**config.mk**
```make
export PLATFORM = sky130hd
export DESIGN_NAME = id_ex_hazard_ctrl_flat
export DESIGN_NICKNAME = d
export VERILOG_FILES = /design/src/rtl/id_ex_hazard_ctrl_if.sv /design/src/rtl/id_ex_hazard_ctrl.sv /design/src/flat_wrapper.sv
export SDC_FILE = /design/constraint.sdc
export NUM_CORES = 1
export LEC_CHECK = 0
export CORE_MARGIN = 5
export CORE_UTILIZATION = 41
export CTS_CLUSTER_SIZE = 28
export DETAILED_ROUTE_END_ITERATION = 8
export PLACE_DENSITY_LB_ADDON = 0.2
export SLEW_MARGIN = 20
export SYNTH_ARGS = -nofsm -noshare
export SYNTH_HDL_FRONTEND = slang
export SYNTH_SLANG_ARGS = --single-unit
```
**constraint.sdc**
```tcl
create_clock -name Clk -period 2.9 [get_ports Clk]
set_clock_uncertainty 0.05 [all_clocks]
set_input_delay 0.29 -clock Clk [delete_from_list [all_inputs] [get_ports Clk]]
set_output_delay 0.29 -clock Clk [all_outputs]
set_load 0.02 [all_outputs]
```
**src/rtl/id_ex_hazard_ctrl_if.sv**
```systemverilog
// Signal bundle between the pipeline datapath and the ID/EX hazard controller.
// The master side drives instruction/status information; the slave side returns enables, flushes and counters.
interface id_ex_hazard_ctrl_if #(
  parameter int CNT_W = 16
);
  logic [31:0]      ID_Instruction;
  logic             ID_UsesRt;
  logic [31:0]      EX_Instruction;
  logic [1:0]       EX_MemRead;
  logic             EX_RegWrite;
  logic             EX_RegDst;
  logic             EX_Redirect;
  logic             MemBusy;
  logic             PCWrite;
  logic             IF_ID_Write;
  logic             IF_ID_Flush;
  logic             ID_EX_Write;
  logic             ID_EX_Flush;
  logic [CNT_W-1:0] StallCycles;
  logic [CNT_W-1:0] FlushCount;

  modport master (
    output ID_Instruction, ID_UsesRt, EX_Instruction, EX_MemRead,
           EX_RegWrite, EX_RegDst, EX_Redirect, MemBusy,
    input  PCWrite, IF_ID_Write, IF_ID_Flush, ID_EX_Write, ID_EX_Flush,
           StallCycles, FlushCount
  );

  modport slave (
    input  ID_Instruction, ID_UsesRt, EX_Instruction, EX_MemRead,
           EX_RegWrite, EX_RegDst, EX_Redirect, MemBusy,
    output PCWrite, IF_ID_Write, IF_ID_Flush, ID_EX_Write, ID_EX_Flush,
           StallCycles, FlushCount
  );
endinterface

```
**src/rtl/id_ex_hazard_ctrl.sv**
```systemverilog
// Load-use / redirect / memory-freeze hazard controller for the PC, IF/ID and ID/EX registers.
// Mealy outputs; saturating performance counters for stall cycles and flush events.
module id_ex_hazard_ctrl #(
  parameter int LOAD_USE_STALLS = 1,
  parameter int CNT_W           = 16
) (
  input  logic                 Clk,
  input  logic                 Reset_n,
  id_ex_hazard_ctrl_if.slave   bus
);

  typedef enum logic [0:0] {
    RUN   = 1'b0,
    STALL = 1'b1
  } state_e;

  localparam logic [1:0]       REM_INIT = 2'(LOAD_USE_STALLS - 1);
  localparam logic [CNT_W-1:0] CNT_MAX  = '1;

  state_e           state_q, state_d;
  logic [1:0]       rem_q, rem_d;
  logic [4:0]       ldst_q, ldst_d;
  logic [CNT_W-1:0] stall_cnt_q, stall_cnt_d;
  logic [CNT_W-1:0] flush_cnt_q, flush_cnt_d;

  logic [4:0] dst_s;
  logic       hz_s;
  logic       pc_we_s, ifid_we_s, ifid_fl_s, idex_we_s, idex_fl_s;
  logic       unused_bits_s;

  assign unused_bits_s = ^{bus.ID_Instruction[31:26], bus.ID_Instruction[15:0],
                           bus.EX_Instruction[31:21], bus.EX_Instruction[10:0]};

  // Destination of the EX instruction and load-use hazard detection against ID sources.
  always_comb begin
    dst_s = bus.EX_RegDst ? bus.EX_Instruction[15:11] : bus.EX_Instruction[20:16];
    hz_s  = (bus.EX_MemRead != 2'b00) && bus.EX_RegWrite && (dst_s != 5'd0) &&
            ((dst_s == bus.ID_Instruction[25:21]) ||
             (bus.ID_UsesRt && (dst_s == bus.ID_Instruction[20:16])));
  end

  // Next-state, counter and raw control decode; MemBusy freezes everything.
  always_comb begin
    state_d     = state_q;
    rem_d       = rem_q;
    ldst_d      = ldst_q;
    stall_cnt_d = stall_cnt_q;
    flush_cnt_d = flush_cnt_q;
    pc_we_s     = 1'b1;
    ifid_we_s   = 1'b1;
    ifid_fl_s   = 1'b0;
    idex_we_s   = 1'b1;
    idex_fl_s   = 1'b0;

    if (bus.MemBusy) begin
      pc_we_s   = 1'b0;
      ifid_we_s = 1'b0;
      idex_we_s = 1'b0;
    end else begin
      case (state_q)
        RUN: begin
          if (bus.EX_Redirect) begin
            ifid_fl_s = 1'b1;
            idex_fl_s = 1'b1;
            if (flush_cnt_q != CNT_MAX) begin
              flush_cnt_d = flush_cnt_q + CNT_W'(1);
            end else begin
              flush_cnt_d = flush_cnt_q;
            end
          end else if (hz_s) begin
            pc_we_s   = 1'b0;
            ifid_we_s = 1'b0;
            idex_fl_s = 1'b1;
            if (stall_cnt_q != CNT_MAX) begin
              stall_cnt_d = stall_cnt_q + CNT_W'(1);
            end else begin
              stall_cnt_d = stall_cnt_q;
            end
            // Extra bubbles only exist when MEM->EX forwarding is absent.
            if (LOAD_USE_STALLS > 1) begin
              state_d = STALL;
              rem_d   = REM_INIT;
              ldst_d  = dst_s;
            end else begin
              state_d = RUN;
            end
          end else begin
            state_d = RUN;
          end
        end
        STALL: begin
          pc_we_s   = 1'b0;
          ifid_we_s = 1'b0;
          idex_fl_s = 1'b1;
          if (stall_cnt_q != CNT_MAX) begin
            stall_cnt_d = stall_cnt_q + CNT_W'(1);
          end else begin
            stall_cnt_d = stall_cnt_q;
          end
          rem_d = rem_q - 2'd1;
          if (rem_q == 2'd1) begin
            state_d = RUN;
          end else begin
            state_d = STALL;
          end
        end
        default: begin
          state_d = RUN;
          rem_d   = 2'd0;
        end
      endcase
    end
  end

  // State and counter registers.
  always_ff @(posedge Clk or negedge Reset_n) begin
    if (!Reset_n) begin
      state_q     <= RUN;
      rem_q       <= 2'd0;
      ldst_q      <= 5'd0;
      stall_cnt_q <= '0;
      flush_cnt_q <= '0;
    end else begin
      state_q     <= state_d;
      rem_q       <= rem_d;
      ldst_q      <= ldst_d;
      stall_cnt_q <= stall_cnt_d;
      flush_cnt_q <= flush_cnt_d;
    end
  end

  // Reset overrides the decoded controls so the front end stays quiet and ID/EX holds a bubble.
  always_comb begin
    if (!Reset_n) begin
      bus.PCWrite     = 1'b0;
      bus.IF_ID_Write = 1'b0;
      bus.IF_ID_Flush = 1'b1;
      bus.ID_EX_Write = 1'b1;
      bus.ID_EX_Flush = 1'b1;
    end else begin
      bus.PCWrite     = pc_we_s;
      bus.IF_ID_Write = ifid_we_s;
      bus.IF_ID_Flush = ifid_fl_s;
      bus.ID_EX_Write = idex_we_s;
      bus.ID_EX_Flush = idex_fl_s;
    end
  end

  assign bus.StallCycles = stall_cnt_q;
  assign bus.FlushCount  = flush_cnt_q;

endmodule

```
**src/flat_wrapper.sv**
```systemverilog
// flat-port wrapper written by rule: the top's interface ports become plain ports
module id_ex_hazard_ctrl_flat 
#(
  parameter int LOAD_USE_STALLS = 1,
  parameter int CNT_W           = 16
)
  (Clk, Reset_n, bus_ID_Instruction, bus_ID_UsesRt, bus_EX_Instruction, bus_EX_MemRead, bus_EX_RegWrite, bus_EX_RegDst, bus_EX_Redirect, bus_MemBusy, bus_PCWrite, bus_IF_ID_Write, bus_IF_ID_Flush, bus_ID_EX_Write, bus_ID_EX_Flush, bus_StallCycles, bus_FlushCount);
  id_ex_hazard_ctrl_if #(.CNT_W(CNT_W)) bus_i ();
  input  logic Clk;
  input  logic Reset_n;
  input wire logic [$bits(bus_i.ID_Instruction)-1:0] bus_ID_Instruction;
  input wire logic [$bits(bus_i.ID_UsesRt)-1:0] bus_ID_UsesRt;
  input wire logic [$bits(bus_i.EX_Instruction)-1:0] bus_EX_Instruction;
  input wire logic [$bits(bus_i.EX_MemRead)-1:0] bus_EX_MemRead;
  input wire logic [$bits(bus_i.EX_RegWrite)-1:0] bus_EX_RegWrite;
  input wire logic [$bits(bus_i.EX_RegDst)-1:0] bus_EX_RegDst;
  input wire logic [$bits(bus_i.EX_Redirect)-1:0] bus_EX_Redirect;
  input wire logic [$bits(bus_i.MemBusy)-1:0] bus_MemBusy;
  output wire logic [$bits(bus_i.PCWrite)-1:0] bus_PCWrite;
  output wire logic [$bits(bus_i.IF_ID_Write)-1:0] bus_IF_ID_Write;
  output wire logic [$bits(bus_i.IF_ID_Flush)-1:0] bus_IF_ID_Flush;
  output wire logic [$bits(bus_i.ID_EX_Write)-1:0] bus_ID_EX_Write;
  output wire logic [$bits(bus_i.ID_EX_Flush)-1:0] bus_ID_EX_Flush;
  output wire logic [$bits(bus_i.StallCycles)-1:0] bus_StallCycles;
  output wire logic [$bits(bus_i.FlushCount)-1:0] bus_FlushCount;
  assign bus_i.ID_Instruction = bus_ID_Instruction;
  assign bus_i.ID_UsesRt = bus_ID_UsesRt;
  assign bus_i.EX_Instruction = bus_EX_Instruction;
  assign bus_i.EX_MemRead = bus_EX_MemRead;
  assign bus_i.EX_RegWrite = bus_EX_RegWrite;
  assign bus_i.EX_RegDst = bus_EX_RegDst;
  assign bus_i.EX_Redirect = bus_EX_Redirect;
  assign bus_i.MemBusy = bus_MemBusy;
  assign bus_PCWrite = bus_i.PCWrite;
  assign bus_IF_ID_Write = bus_i.IF_ID_Write;
  assign bus_IF_ID_Flush = bus_i.IF_ID_Flush;
  assign bus_ID_EX_Write = bus_i.ID_EX_Write;
  assign bus_ID_EX_Flush = bus_i.ID_EX_Flush;
  assign bus_StallCycles = bus_i.StallCycles;
  assign bus_FlushCount = bus_i.FlushCount;
  id_ex_hazard_ctrl #(.LOAD_USE_STALLS(LOAD_USE_STALLS), .CNT_W(CNT_W)) u_core (.Clk(Clk), .Reset_n(Reset_n), .bus(bus_i));
endmodule
```
==> impl_metrics.csv <==
group,metric,value,unit
yosys,syn_area_per_cell,10.63,um2
die,row_count,24,
setup_path,cpMostUsedCell,"buf_4",
route,wl,4.570,mm
sta,period_share,96.06,%
global_routing,grt_usage,15.80,%
setup_path,crit_type,"primary input to output port",
clock_tree,numCtsBuffers,5,
setup_path,path_max_fanout,7,
clock_tree,clock-root-buffer,"clkbuf_8",
clock_tree,clkTransAtPathRegs,0.06,ns
yosys,ys_ff_latch,35,
clock_tree,cts_sinks,35,
route,drtPass1Iterations,4,
yosys,synth-edff-count,0,
die,initial_utilization,43.11,%
outcome,status,"finished, final reports clean",
yosys,synth_area_leaders,"dfrtp_1, xnor2_1, xor2_1",
yosys,synthesis.area,0.001903,mm2
global_routing,grt_antenna_before_repair,0,
power,switching_power,0.3793,mW
sta,hold_viol,0,
placed_design,gp_congestion,0.7855,
power,combPwrFrac,26.0,%
die,die-area,0.006104,mm2
die,die_h,78.13,um
sta,setup_tns,0,ns
yosys,synth_most_common_cell,"dfrtp_1",
global_routing,grt_pass1_vias,1619,
route,drc_errors,0,
yosys,ys_top_cells_by_count,"dfrtp_1, xnor2_1, nand2_1",
placed_design,place_area,0.002685,mm2
setup_path,slowest_stage,"clkdlybuf4s50_1",
power,powerDensity,471.2,mW/mm2
layout,fin_cells,315,
layout,areaGrowthSynthToFinish,46.75,%
yosys,yosysTopAreaCellShare,46.02,%
yosys,synth_fp_nets,255,
sta,rsz0062_at_grt,"false",
setup_path,crit_path_end_kind,"output port",
layout,post-route-util,63.27,%
sta,max_freq,359.0,MHz
power,max-vdd-ir-drop,0.0005216,V
placed_design,numPortBuffers,65,
clock_tree,cts_setup_buffers,0,
flow_run,drv_cap,0,
sta,whs,0.3876,ns
power,power_leakage,1.216,nW
setup_path,cp_num_buf_inv,5,
yosys,ys_types,35,
setup_path,r2r_slack,0.63,ns
setup_path,path_delay_family,"buffers and inverters",
die,die_w,78.13,um
layout,nFillCells,387,
power,power.internal,0.9365,mW
placed_design,dp.cells,306,
clock_tree,tritoncts,"built",
setup_path,crit_arrival,2.45,ns
hold_path,hold_class,"primary input to async pin",
layout,layout.nets,338,
yosys,yosysTopAreaCell,"dfrtp_1",
route,vias_per_cell,5.041,
clock_tree,clock_latency,0.28,ns
sta,tightest_slew,0.4519,ns
setup_path,crit_path_max_incr_delay,0.46,ns
setup_path,cp.required,2.56,ns
route,post_drt_wl_per_cell,14.51,um
layout,diodes,0,
setup_path,crit_chain,"clkdlybuf4s50_1, buf_4, mux2i_1, buf_4, xor2_1, nand4_1, o22a_1, buf_4, o211a_1, dlygate4sd2_1",
die,core-area,0.004414,mm2
global_routing,grt_max_degree,17,
power,swShare,28.83,%
yosys,async_flop_share,100.0,%
yosys,synth_cells,179,
clock_tree,clock_path_buffers,2,
sta,drv_slew,0,
layout,layout-drive-gt1-share,11.41,%
yosys,yosysSeqAreaShare,46.02,%
setup_path,start_kind,"primary input",
global_routing,overflow,0,
sta,fin_crit,2.786,ns
global_routing,grt_pass1_wl,7.928,mm
sta,finalSetupViolCount,0,
die,ioPinCount,110,
route,drtIter0Drc,68,
sta,slew_headroom,69.64,%
yosys,synth_ff_type,"dfrtp_1",
placed_design,dp_hpwl,3.552,mm
route,antenna_left,0,
power,power_frac_seq,45.1,%
route,dr_total_vias,1588,
power,power_frac_clock,29.0,%
layout,finish.instance_area,0.002793,mm2
clock_tree,h-tree-depth,2,
yosys,ys_warn_count,0,
==> metal layers <==
layer | track usage (%) | part of all wire [%]
met1 | 21.40 | 46
met2 | 24.92 | 46
met3 | 4.462 | 6.7
met4 | 4.054 | 0.68
met5 | 0 | 0
==> power groups by stage <==
stage / combinational (mW) / sequential [mW] / clock [mW]
2_1_floorplan: 0.110 / 0.648 / 0
3_3_place_gp: 0.342 / 0.600 / 0
3_5_place_dp: 0.346 / 0.601 / 0
4_1_cts: 0.348 / 0.593 / 0.393
5_1_grt: 0.372 / 0.602 / 0.413
6_report: 0.342 / 0.593 / 0.381
==> final timing paths <==
path	end	depth (start not counted)	from
worst min register to register	u_core.bus.FlushCount[15]	1	u_core.bus.FlushCount[15]
worst min-delay path	u_core.bus.FlushCount[14]	2	Reset_n
max in group asynchronous	u_core.bus.FlushCount[5]	3	Reset_n
worst max-delay path	bus_IF_ID_Write	10	bus_EX_RegDst
worst max register to register	u_core.bus.StallCycles[1]	7	u_core.bus.StallCycles[7]
min in group Clk	u_core.bus.FlushCount[15]	1	u_core.bus.FlushCount[15]
==> state kept, by name, indices dropped and copies added, names as in the netlist <==
register,flops
u_core.bus.FlushCount,16
u_core.bus.StallCycles,16
u_core.rem_q,2
u_core.state_q,1
==> layout make-up <==
type,instances,area (um2),area share [%]
inverter,4,15.01,0.5376
tap,52,65.06,2.330
clock buffer,8,100.1,3.584
multi-input combinational,136,978.4,35.04
timing repair buffer,80,758.2,27.15
sequential,35,875.8,31.36
==> per-stage QoR <==
| step | total power, mW | setup slack, ns |
|---|---|---|
| 6_report | 1.316 | 0.1142 |
| 5_1_grt | 1.387 | 0.0007383 |
| 4_1_cts | 1.334 | 0.09673 |
| 3_5_place_dp | 0.9467 | -0.1277 |
| 3_3_place_gp | 0.9419 | -0.1183 |
| 2_1_floorplan | 0.7575 | 0.7628 |
==> cell families (layout without fill, tap and decap cells) <==
kind of cell / count (synthesis) / after routing / share of synthesized area, %
AO/OA/AOI/OAI: 9 / 9 / 4.602
XOR/XNOR: 40 / 40 / 18.41
adder cells (fa/ha/maj): 3 / 3 / 1.973
buffers and inverters: 8 / 92 / 2.564
flip-flops: 35 / 35 / 46.02
multiplexers: 9 / 9 / 5.391
AND/OR/NAND/NOR: 75 / 75 / 21.04
==> repair_timing <==
action                                  4_1_cts  5_1_grt
hold buffers                                  1        0
resized for setup                             3        1
hold endpoints to repair                      9        0
endpoints found under the setup margin        3        1
==> placed cells by master, fill, tap and decap left out, types with 3 or more instances in the layout <==
cell type,netlist,routed
buf_4,1,14
ha_1,3,3
nor4_1,3,3
clkbuf_8,0,7
xor2_1,17,17
and3_1,7,7
inv_1,4,4
and4_1,3,3
nand3_1,14,14
clkdlybuf4s50_1,0,61
nand2_1,19,19
nor2_1,9,9
xnor2_1,23,23
nand3b_1,3,3
nand4_1,10,10
mux2i_1,4,4
dfrtp_1,35,35
==> worst reg2reg max path: stages (launching register included) <==
cell and delay, ns:
dfrtp_1 0.43, nand3_1 0.19, nor3_1 0.34, nand3_1 0.22, nor4_1 0.30, nor2_1 0.18, nand2_1 0.15, mux2_4 0.30
(Power assumes the default switching activity.)
